$ cat src/rtl/traffic_ctrl_param_if.sv
// rtl/traffic_ctrl_param_if.sv - control and display bundle of the intersection controller
// master drives the strobes and requests; slave (the controller) drives lights and status.
`timescale 1ns/1ps
interface traffic_ctrl_param_if #(
  parameter int CNT_W = 8
);
  logic             tick;
  logic             ped_req;
  logic             flash_req;
  logic [2:0]       light_s;
  logic [2:0]       light_w;
  logic [CNT_W-1:0] remain;
  logic [2:0]       state;
  logic             ped_ack;

  modport master (
    output tick, ped_req, flash_req,
    input  light_s, light_w, remain, state, ped_ack
  );

  modport slave (
    input  tick, ped_req, flash_req,
    output light_s, light_w, remain, state, ped_ack
  );
endinterface

$ cat src/rtl/traffic_ctrl_param.sv
// rtl/traffic_ctrl_param.sv - two-road traffic light controller with ped request and flash mode
// Phases advance on tick strobes; lights are a decode of the registered state.
`timescale 1ns/1ps
module traffic_ctrl_param #(
  parameter int CNT_W   = 8,
  parameter int GREEN_S = 20,
  parameter int GREEN_W = 20,
  parameter int YELLOW  = 3,
  parameter int ALLRED  = 2,
  parameter int PED_MIN = 3
) (
  input  logic                 clk,
  input  logic                 rst,
  traffic_ctrl_param_if.slave  bus
);

  typedef enum logic [2:0] {
    S_GRN = 3'd0,
    S_YEL = 3'd1,
    RED_A = 3'd2,
    W_GRN = 3'd3,
    W_YEL = 3'd4,
    RED_B = 3'd5,
    FLASH = 3'd6
  } state_t;

  localparam logic [CNT_W-1:0] GS_M1 = CNT_W'(GREEN_S - 1);
  localparam logic [CNT_W-1:0] GW_M1 = CNT_W'(GREEN_W - 1);
  localparam logic [CNT_W-1:0] Y_M1  = CNT_W'(YELLOW - 1);
  localparam logic [CNT_W-1:0] AR_M1 = CNT_W'(ALLRED - 1);
  localparam logic [CNT_W-1:0] PM    = CNT_W'(PED_MIN);

  state_t           st;
  logic [CNT_W-1:0] rem;
  logic             blink;
  logic             ped_pend;
  logic             ped_armed;
  logic             ped_ack_r;

  // ped_armed marks a request that was pending while a green ran; only such a
  // request is served at the following all-red, later ones wait for the next green.
  always_ff @(posedge clk or negedge rst) begin
    if (!rst) begin
      st        <= S_GRN;
      rem       <= GS_M1;
      blink     <= 1'b0;
      ped_pend  <= 1'b0;
      ped_armed <= 1'b0;
      ped_ack_r <= 1'b0;
    end else begin
      ped_ack_r <= 1'b0;
      if (bus.ped_req) ped_pend <= 1'b1;
      if ((st == S_GRN || st == W_GRN) && ped_pend) ped_armed <= 1'b1;
      case (st)
        S_GRN, W_GRN: begin
          if (bus.tick) begin
            if (rem == '0) begin
              st  <= (st == S_GRN) ? S_YEL : W_YEL;
              rem <= Y_M1;
            end else if (ped_pend && rem > PM) begin
              rem <= PM;
            end else begin
              rem <= rem - 1'b1;
            end
          end
        end
        S_YEL, W_YEL: begin
          if (bus.tick) begin
            if (rem == '0) begin
              st  <= (st == S_YEL) ? RED_A : RED_B;
              rem <= AR_M1;
              if (ped_armed) begin
                ped_ack_r <= 1'b1;
                ped_pend  <= bus.ped_req;
                ped_armed <= 1'b0;
              end
            end else begin
              rem <= rem - 1'b1;
            end
          end
        end
        RED_A, RED_B: begin
          if (bus.tick) begin
            if (rem == '0) begin
              if (bus.flash_req) begin
                st    <= FLASH;
                rem   <= '0;
                blink <= 1'b1;
              end else if (st == RED_A) begin
                st  <= W_GRN;
                rem <= GW_M1;
              end else begin
                st  <= S_GRN;
                rem <= GS_M1;
              end
            end else begin
              rem <= rem - 1'b1;
            end
          end
        end
        FLASH: begin
          if (bus.tick) begin
            if (!bus.flash_req) begin
              st    <= RED_B;
              rem   <= AR_M1;
              blink <= 1'b0;
            end else begin
              blink <= ~blink;
            end
          end
        end
        default: begin
          st  <= RED_B;
          rem <= AR_M1;
        end
      endcase
    end
  end

  always_comb begin
    bus.light_s = 3'b001;
    bus.light_w = 3'b001;
    case (st)
      S_GRN: bus.light_s = 3'b100;
      S_YEL: bus.light_s = 3'b010;
      W_GRN: bus.light_w = 3'b100;
      W_YEL: bus.light_w = 3'b010;
      FLASH: begin
        bus.light_s = blink ? 3'b010 : 3'b000;
        bus.light_w = blink ? 3'b010 : 3'b000;
      end
      default: ;
    endcase
  end

  assign bus.remain  = rem;
  assign bus.state   = st;
  assign bus.ped_ack = ped_ack_r;

endmodule

$ cat src/flat_wrapper.sv
// flat-port wrapper written by rule: the top's interface ports become plain ports
module traffic_ctrl_param_flat 
#(
  parameter int CNT_W   = 8,
  parameter int GREEN_S = 20,
  parameter int GREEN_W = 20,
  parameter int YELLOW  = 3,
  parameter int ALLRED  = 2,
  parameter int PED_MIN = 3
)
  (clk, rst, bus_tick, bus_ped_req, bus_flash_req, bus_light_s, bus_light_w, bus_remain, bus_state, bus_ped_ack);
  traffic_ctrl_param_if #(.CNT_W(CNT_W)) bus_i ();
  input  logic clk;
  input  logic rst;
  input wire logic [$bits(bus_i.tick)-1:0] bus_tick;
  input wire logic [$bits(bus_i.ped_req)-1:0] bus_ped_req;
  input wire logic [$bits(bus_i.flash_req)-1:0] bus_flash_req;
  output wire logic [$bits(bus_i.light_s)-1:0] bus_light_s;
  output wire logic [$bits(bus_i.light_w)-1:0] bus_light_w;
  output wire logic [$bits(bus_i.remain)-1:0] bus_remain;
  output wire logic [$bits(bus_i.state)-1:0] bus_state;
  output wire logic [$bits(bus_i.ped_ack)-1:0] bus_ped_ack;
  assign bus_i.tick = bus_tick;
  assign bus_i.ped_req = bus_ped_req;
  assign bus_i.flash_req = bus_flash_req;
  assign bus_light_s = bus_i.light_s;
  assign bus_light_w = bus_i.light_w;
  assign bus_remain = bus_i.remain;
  assign bus_state = bus_i.state;
  assign bus_ped_ack = bus_i.ped_ack;
  traffic_ctrl_param #(.CNT_W(CNT_W), .GREEN_S(GREEN_S), .GREEN_W(GREEN_W), .YELLOW(YELLOW), .ALLRED(ALLRED), .PED_MIN(PED_MIN)) u_core (.clk(clk), .rst(rst), .bus(bus_i));
endmodule
$ cat config.mk
export PLATFORM = sky130hd
export DESIGN_NAME = traffic_ctrl_param_flat
export DESIGN_NICKNAME = d
export VERILOG_FILES = /design/src/rtl/traffic_ctrl_param_if.sv /design/src/rtl/traffic_ctrl_param.sv /design/src/flat_wrapper.sv
export SDC_FILE = /design/constraint.sdc
export NUM_CORES = 1
export LEC_CHECK = 0
export ABC_AREA = 1
export BUFFER_PORTS_ARGS = -buffer_cell sky130_fd_sc_hd__clkbuf_2
export CAP_MARGIN = 15
export CELL_PAD_IN_SITES_DETAIL_PLACEMENT = 1
export CELL_PAD_IN_SITES_GLOBAL_PLACEMENT = 1
export CORE_MARGIN = 4
export CORE_UTILIZATION = 33
export DETAILED_ROUTE_END_ITERATION = 10
export GPL_TIMING_DRIVEN = 0
export PLACE_DENSITY_LB_ADDON = 0.1
export SYNTH_ARGS = -nofsm -noshare
export SYNTH_HDL_FRONTEND = slang
export SYNTH_SLANG_ARGS = --single-unit
$ cat constraint.sdc
create_clock -name clk -period 1.5 [get_ports clk]
set_input_delay 0 -clock clk [delete_from_list [all_inputs] [get_ports clk]]
set_output_delay 0 -clock clk [all_outputs]
set_load 0.03 [all_outputs]
# Word-level counts from Yosys, hierarchy flattened
# Cells that the tools add are included.
# W data, S select, Z words.
# word_totals
reg_bits,15
out_inout_bits,18
# classes
n_addsub,1
order_cmp,1
n_eq_ne,15
n_mux,47
bitwise,1
reduce_logical,12
# op_table
cell,count
$mux W8,9
$mux W3,11
$pmux W8 S4,1
$mux W1,19
$pmux W3 S3,2
$ne A2 B2 Y1 const B,6
$pmux W3 S4,1
$reduce_and A5 Y1,2
$eq A3 B3 Y1 const B,3
$gt A8 B2 Y1 const B,1
$logic_not A8 Y1,1
$reduce_and A8 Y1,1
$sub A8 B1 Y8 const B,1
$eq A3 B2 Y1 const B,2
$ne A2 B1 Y1 const B,3
$reduce_or A2 Y1,3
$mux W5,1
$mux W2,2
$eq A3 B1 Y1 const B,1
$logic_not A3 Y1,1
$logic_and A1 B1 Y1,2
$pmux W1 S2,1
$reduce_bool A2 Y1,1
$logic_or A1 B1 Y1,1
$not A1 Y1,1

# Logic depth before layout (Yosys ltp)
# logic_depth
depth_word,8
depth_mapped,12

# Worst setup path after synthesis
# No wires, ideal clock.
# synth_timing
path_kind,reg2reg
startpoint,"register u_core.rem[0], in the netlist u_core.bus.remain[0]"
endpoint,"register u_core.rem[5], in the netlist u_core.bus.remain[5]"
setup_ns,0.062
arrival_ns,1.666
path_slack_ns,-0.229
stages_incl_launch_ff,12
n_path_buf,0
period_less_slack_ns,1.729
cell_sequence,dfstp_2 > inv_1 > ha_1 > nand2_1 > inv_1 > nand2_1 > o21ai_0 > nand2_1 > nand2_1 > nand2_1 > nand2_1 > inv_1
# synth_between
elab_chain_len,6
word_cells_on_any_way,12
cone_classes,1 x add/sub; 1 x order compare; 8 x mux; 2 x reduce/logical
# synth_lines
element,line_no,source
"start, declared",traffic_ctrl_param.sv:34,logic [CNT_W-1:0] rem;
"start signal, assigned",traffic_ctrl_param.sv:63,rem <= rem - 1'b1;
"start signal, assigned",traffic_ctrl_param.sv:78,rem <= rem - 1'b1;
"start signal, assigned",traffic_ctrl_param.sv:97,rem <= rem - 1'b1;
$gt A8 B2 Y1,traffic_ctrl_param.sv:60,end else if (ped_pend && rem > PM) begin
$logic_and A1 B1 Y1,traffic_ctrl_param.sv:60,
$mux W8,traffic_ctrl_param.sv:60,
$mux W8,traffic_ctrl_param.sv:57,if (rem == '0) begin
$mux W8,traffic_ctrl_param.sv:56,if (bus.tick) begin
$pmux W8 S4 (*),traffic_ctrl_param.sv:54,case (st)
# Every way passes the cells marked *; elsewhere a longest branch is shown, timed or not. The select of a mux whose other input is x is not followed.
# A chain may end at the register's enable or synchronous reset.

# Worst setup path after layout
# layout_timing
startpoint,"register u_core.st[0], in the netlist u_core.bus.state[0]"
endpoint,"register u_core.st[0], in the netlist u_core.bus.state[0]"
# layout_between
elab_chain_len,6
word_cells_on_any_way,30
cone_classes,14 x eq/ne; 11 x mux; 5 x reduce/logical
# layout_lines
element,line_no,source
"start, declared",traffic_ctrl_param.sv:33,state_t st;
"start signal, assigned",traffic_ctrl_param.sv:58,st <= (st == S_GRN) ? S_YEL : W_YEL;
"start signal, assigned",traffic_ctrl_param.sv:70,st <= (st == S_YEL) ? RED_A : RED_B;
$eq A3 B2 Y1,"traffic_ctrl_param.sv:54, traffic_ctrl_param.sv:89",
$mux W2,traffic_ctrl_param.sv:89,end else if (st == RED_A) begin
$mux W3,traffic_ctrl_param.sv:85,if (bus.flash_req) begin
$mux W3,traffic_ctrl_param.sv:84,if (rem == '0) begin
$mux W3,traffic_ctrl_param.sv:83,if (bus.tick) begin
$pmux W3 S4,traffic_ctrl_param.sv:54,
# Parallel ways exist; a longest one is shown, timed or not. The select of a mux whose other input is x is not followed.

==> flow_summary_export.csv <==
group,metric,value,unit
timing,fin_crit,1.63,ns
synthesis,synth_edf_count,0,
global_routing,grt_pass1_wl,6.82,mm
synthesis,synthTopCellsByCount,"nand2_1 (68), inv_1 (29), nor2_1 (20)",
timing,worst_pin_slew,0.446,ns
finish,area_growth,60.6,%
cts,numCtsBuffers,3,
timing,setup_viol,15,
routing,wire_per_inst,16.1,um
worst_setup_path,max_stage_delay,0.51,ns
worst_setup_path,crit_fanout,6,
die,rows,21,
outcome,violations,"negative setup slack",
routing,remaining_drc_errors,0,
synthesis,synth.net_count,198,
timing,fmax,614,MHz
cts,clock-sinks,15,
die,die_x,67.8,um
routing,drt_wl_total,4.67,mm
worst_setup_path,r2r_cells,9,
timing,slew_violations,0,
worst_setup_path,crit_type,"reg2reg",
hold_path,hold_class,"in2reg",
die,pin_count,23,
finish,drive_gt1_frac,0.478,
synthesis,synth_top_area_cell,"dfrtp_1",
timing,rsz0062_at_grt,"true",
placement,dp_hpwl,2.75,mm
synthesis,yosysSeqAreaShare,0.322,
placement,numPortBuffers,22,
cts,cts_tree,"yes",
routing,first_pass_iters,4,
worst_setup_path,critPathCapture,"u_core.bus.state[0]$_DFFE_PN0P_",
global_routing,grt_pass1_vias,1392,
timing,hold_viol,0,
worst_setup_path,critical_path.startpoint,"u_core.bus.state[0]$_DFFE_PN0P_",
synthesis,ys_types,24,
synthesis,async_reset_ff_frac,1.00,
timing,finClkSkew,0.00139,ns
routing,drtAntennaViolNets,0,
routing,avgViaCountPerCell,5.13,
synthesis,synth.most_common_cell,"nand2_1",
worst_setup_path,ff2ff_setup_slack,-0.13,ns
cts,cts_buffer_depth,2,
global_routing,grt_antenna_before_repair,0,
die,core_area,0.00339,mm^2
worst_setup_path,r2r-end,"u_core.bus.state[0]$_DFFE_PN0P_",
global_routing,grt_usage,0.200,
worst_setup_path,worst_ep_arrival_time,1.82,ns
finish,fin_nets,253,
synthesis,netlist_top_cells_area,"dfrtp_1 (25%), nand2_1 (22%), inv_1 (9.2%), nand3_1 (8.1%), dfstp_2 (6.7%)",
die,start_util,0.348,
synthesis,ys.flop_type,"dfrtp_1",
cts,clk_pin_slew,0.10,ns
cts,root_buffer,"clkbuf_4",
worst_setup_path,timing.rr.start,"u_core.bus.state[0]$_DFFE_PN0P_",
synthesis,syn-instance-count,191,
worst_setup_path,crit_slowest_cell,"dfrtp_2",
timing,setup_ws,-0.129,ns
global_routing,grt_overflow,0,
finish,num_antenna_cells,0,
routing,drt-initial-drc-count,78,
synthesis,synth_area_per_cell,6.17,um^2
synthesis,synth-seq-cells,15,
run,maxCapViolCount,0,
die,die_area,0.00459,mm^2
timing,maxSlewHeadroom,0.702,
worst_setup_path,crit_required,1.69,ns
timing,finalCritPeriodShare,1.09,
synthesis,syn_area,0.00118,mm^2
placement,place_congestion,0.852,
synthesis,synth_top_area_frac,0.255,
die,die_h,67.8,um
synthesis,ys.warnings.count,0,
routing,via_count,1494,
finish,final_util,0.559,
timing,fin_tns_setup,-0.761,ns
worst_setup_path,start_kind,"flip-flop",
worst_setup_path,crit_chain,"buf_6, nand3_4, nand2_4, nor2_1, nand2_1, nand2_1, nand2_2, nand2_1, o21ai_1",
worst_setup_path,cpMostUsedCell,"nand2_1",
outcome,status,"complete, but fails checks",
worst_setup_path,cp-end-kind,"flip-flop",
placement,dp_slack,-0.164,ns
global_routing,grt_max_degree,16,
cts,cts.htree.levels,1,
cts,clk_latency,0.30,ns
[per-stage QoR]
stage	cell area (um^2)	instances	hold slack (ns)
3_3_place_gp	1370	259	-0.0492
4_1_cts	1710	283	0.0882
5_1_grt	1890	291	0.121
2_1_floorplan	1200	191	-0.296
3_5_place_dp	1370	259	-0.0488
6_report	1890	291	0.0978
[per-layer routing]
layer  track usage  up-vias  share of wire
li1              -      705              -
met2         0.317       41           0.47
met3        0.0250       13          0.035
met4        0.0456        0          0.025
met1         0.286      735           0.47
met5             0        -              0
[placed cells by master (no fill, tap or decap), types with 4 or more instances in the layout]
cell type / count
nand3_2: 8
buf_6: 5
dfrtp_1: 8
o21ai_0: 4
dfrtp_2: 4
inv_2: 6
inv_1: 21
nor2_4: 5
clkbuf_2: 19
nand3_4: 4
nand2_1: 51
nor2_1: 13
nand2_4: 5
nand2_2: 15
nand3_1: 9
o21ai_1: 7
buf_4: 23
[state kept, by name, summed over array words and instances (netlist names)]
signal and flops:
u_core.blink 1, u_core.ped_armed 1, u_core.ped_pend 1, u_core.bus.ped_ack 1, u_core.bus.remain 8, u_core.bus.state 3
[final cells by class]
type	instances	area (um^2)
well taps	46	57.6
clock buffers	4	26.3
plain buffers	2	26.3
repair buffers	50	363
flip-flops and latches	15	384
fillers	442	1500
inverters	31	131
multi-input cells	143	905
[what timing repair did]
action,CTS,global route
pin swaps,13,12
buffers inserted,16,8
hold buffers,3,0
setup endpoints to repair,15,17
hold endpoints to repair,17,0
gates resized for setup,41,45
cloned,1,0
[critical path, delay by kind of cell (launching register included)]
| kind | cells | cell delay [ns] |
|---|---|---|
| buf+inv | 1 | 0.15 |
| simple gates | 7 | 0.76 |
| flops | 1 | 0.51 |
| compound gates | 1 | 0.07 |
[cell families after synthesis]
group	count (synthesis)	share of synthesized area
compound gates	21	0.0977
flops	15	0.322
buf+inv	33	0.115
fa+ha+maj	2	0.0212
xor+xnor	2	0.0149
simple gates	118	0.430
[how the worst min path moves through the flow]
stage	startpoint	endpoint	depth (start not counted)
final	bus_flash_req	u_core.blink$_DFFE_PN0P_	3
after global routing	bus_flash_req	u_core.blink$_DFFE_PN0P_	3
after CTS	bus_flash_req	u_core.blink$_DFFE_PN0P_	3
after detailed placement	rst	u_core.blink$_DFFE_PN0P_	1
after global placement	rst	u_core.blink$_DFFE_PN0P_	1
after floorplan	rst	u_core.blink$_DFFE_PN0P_	0
Power is left out: the tool's default activity adds up to more than one toggle a clock period on the data nets, which glitch-free logic cannot reach.
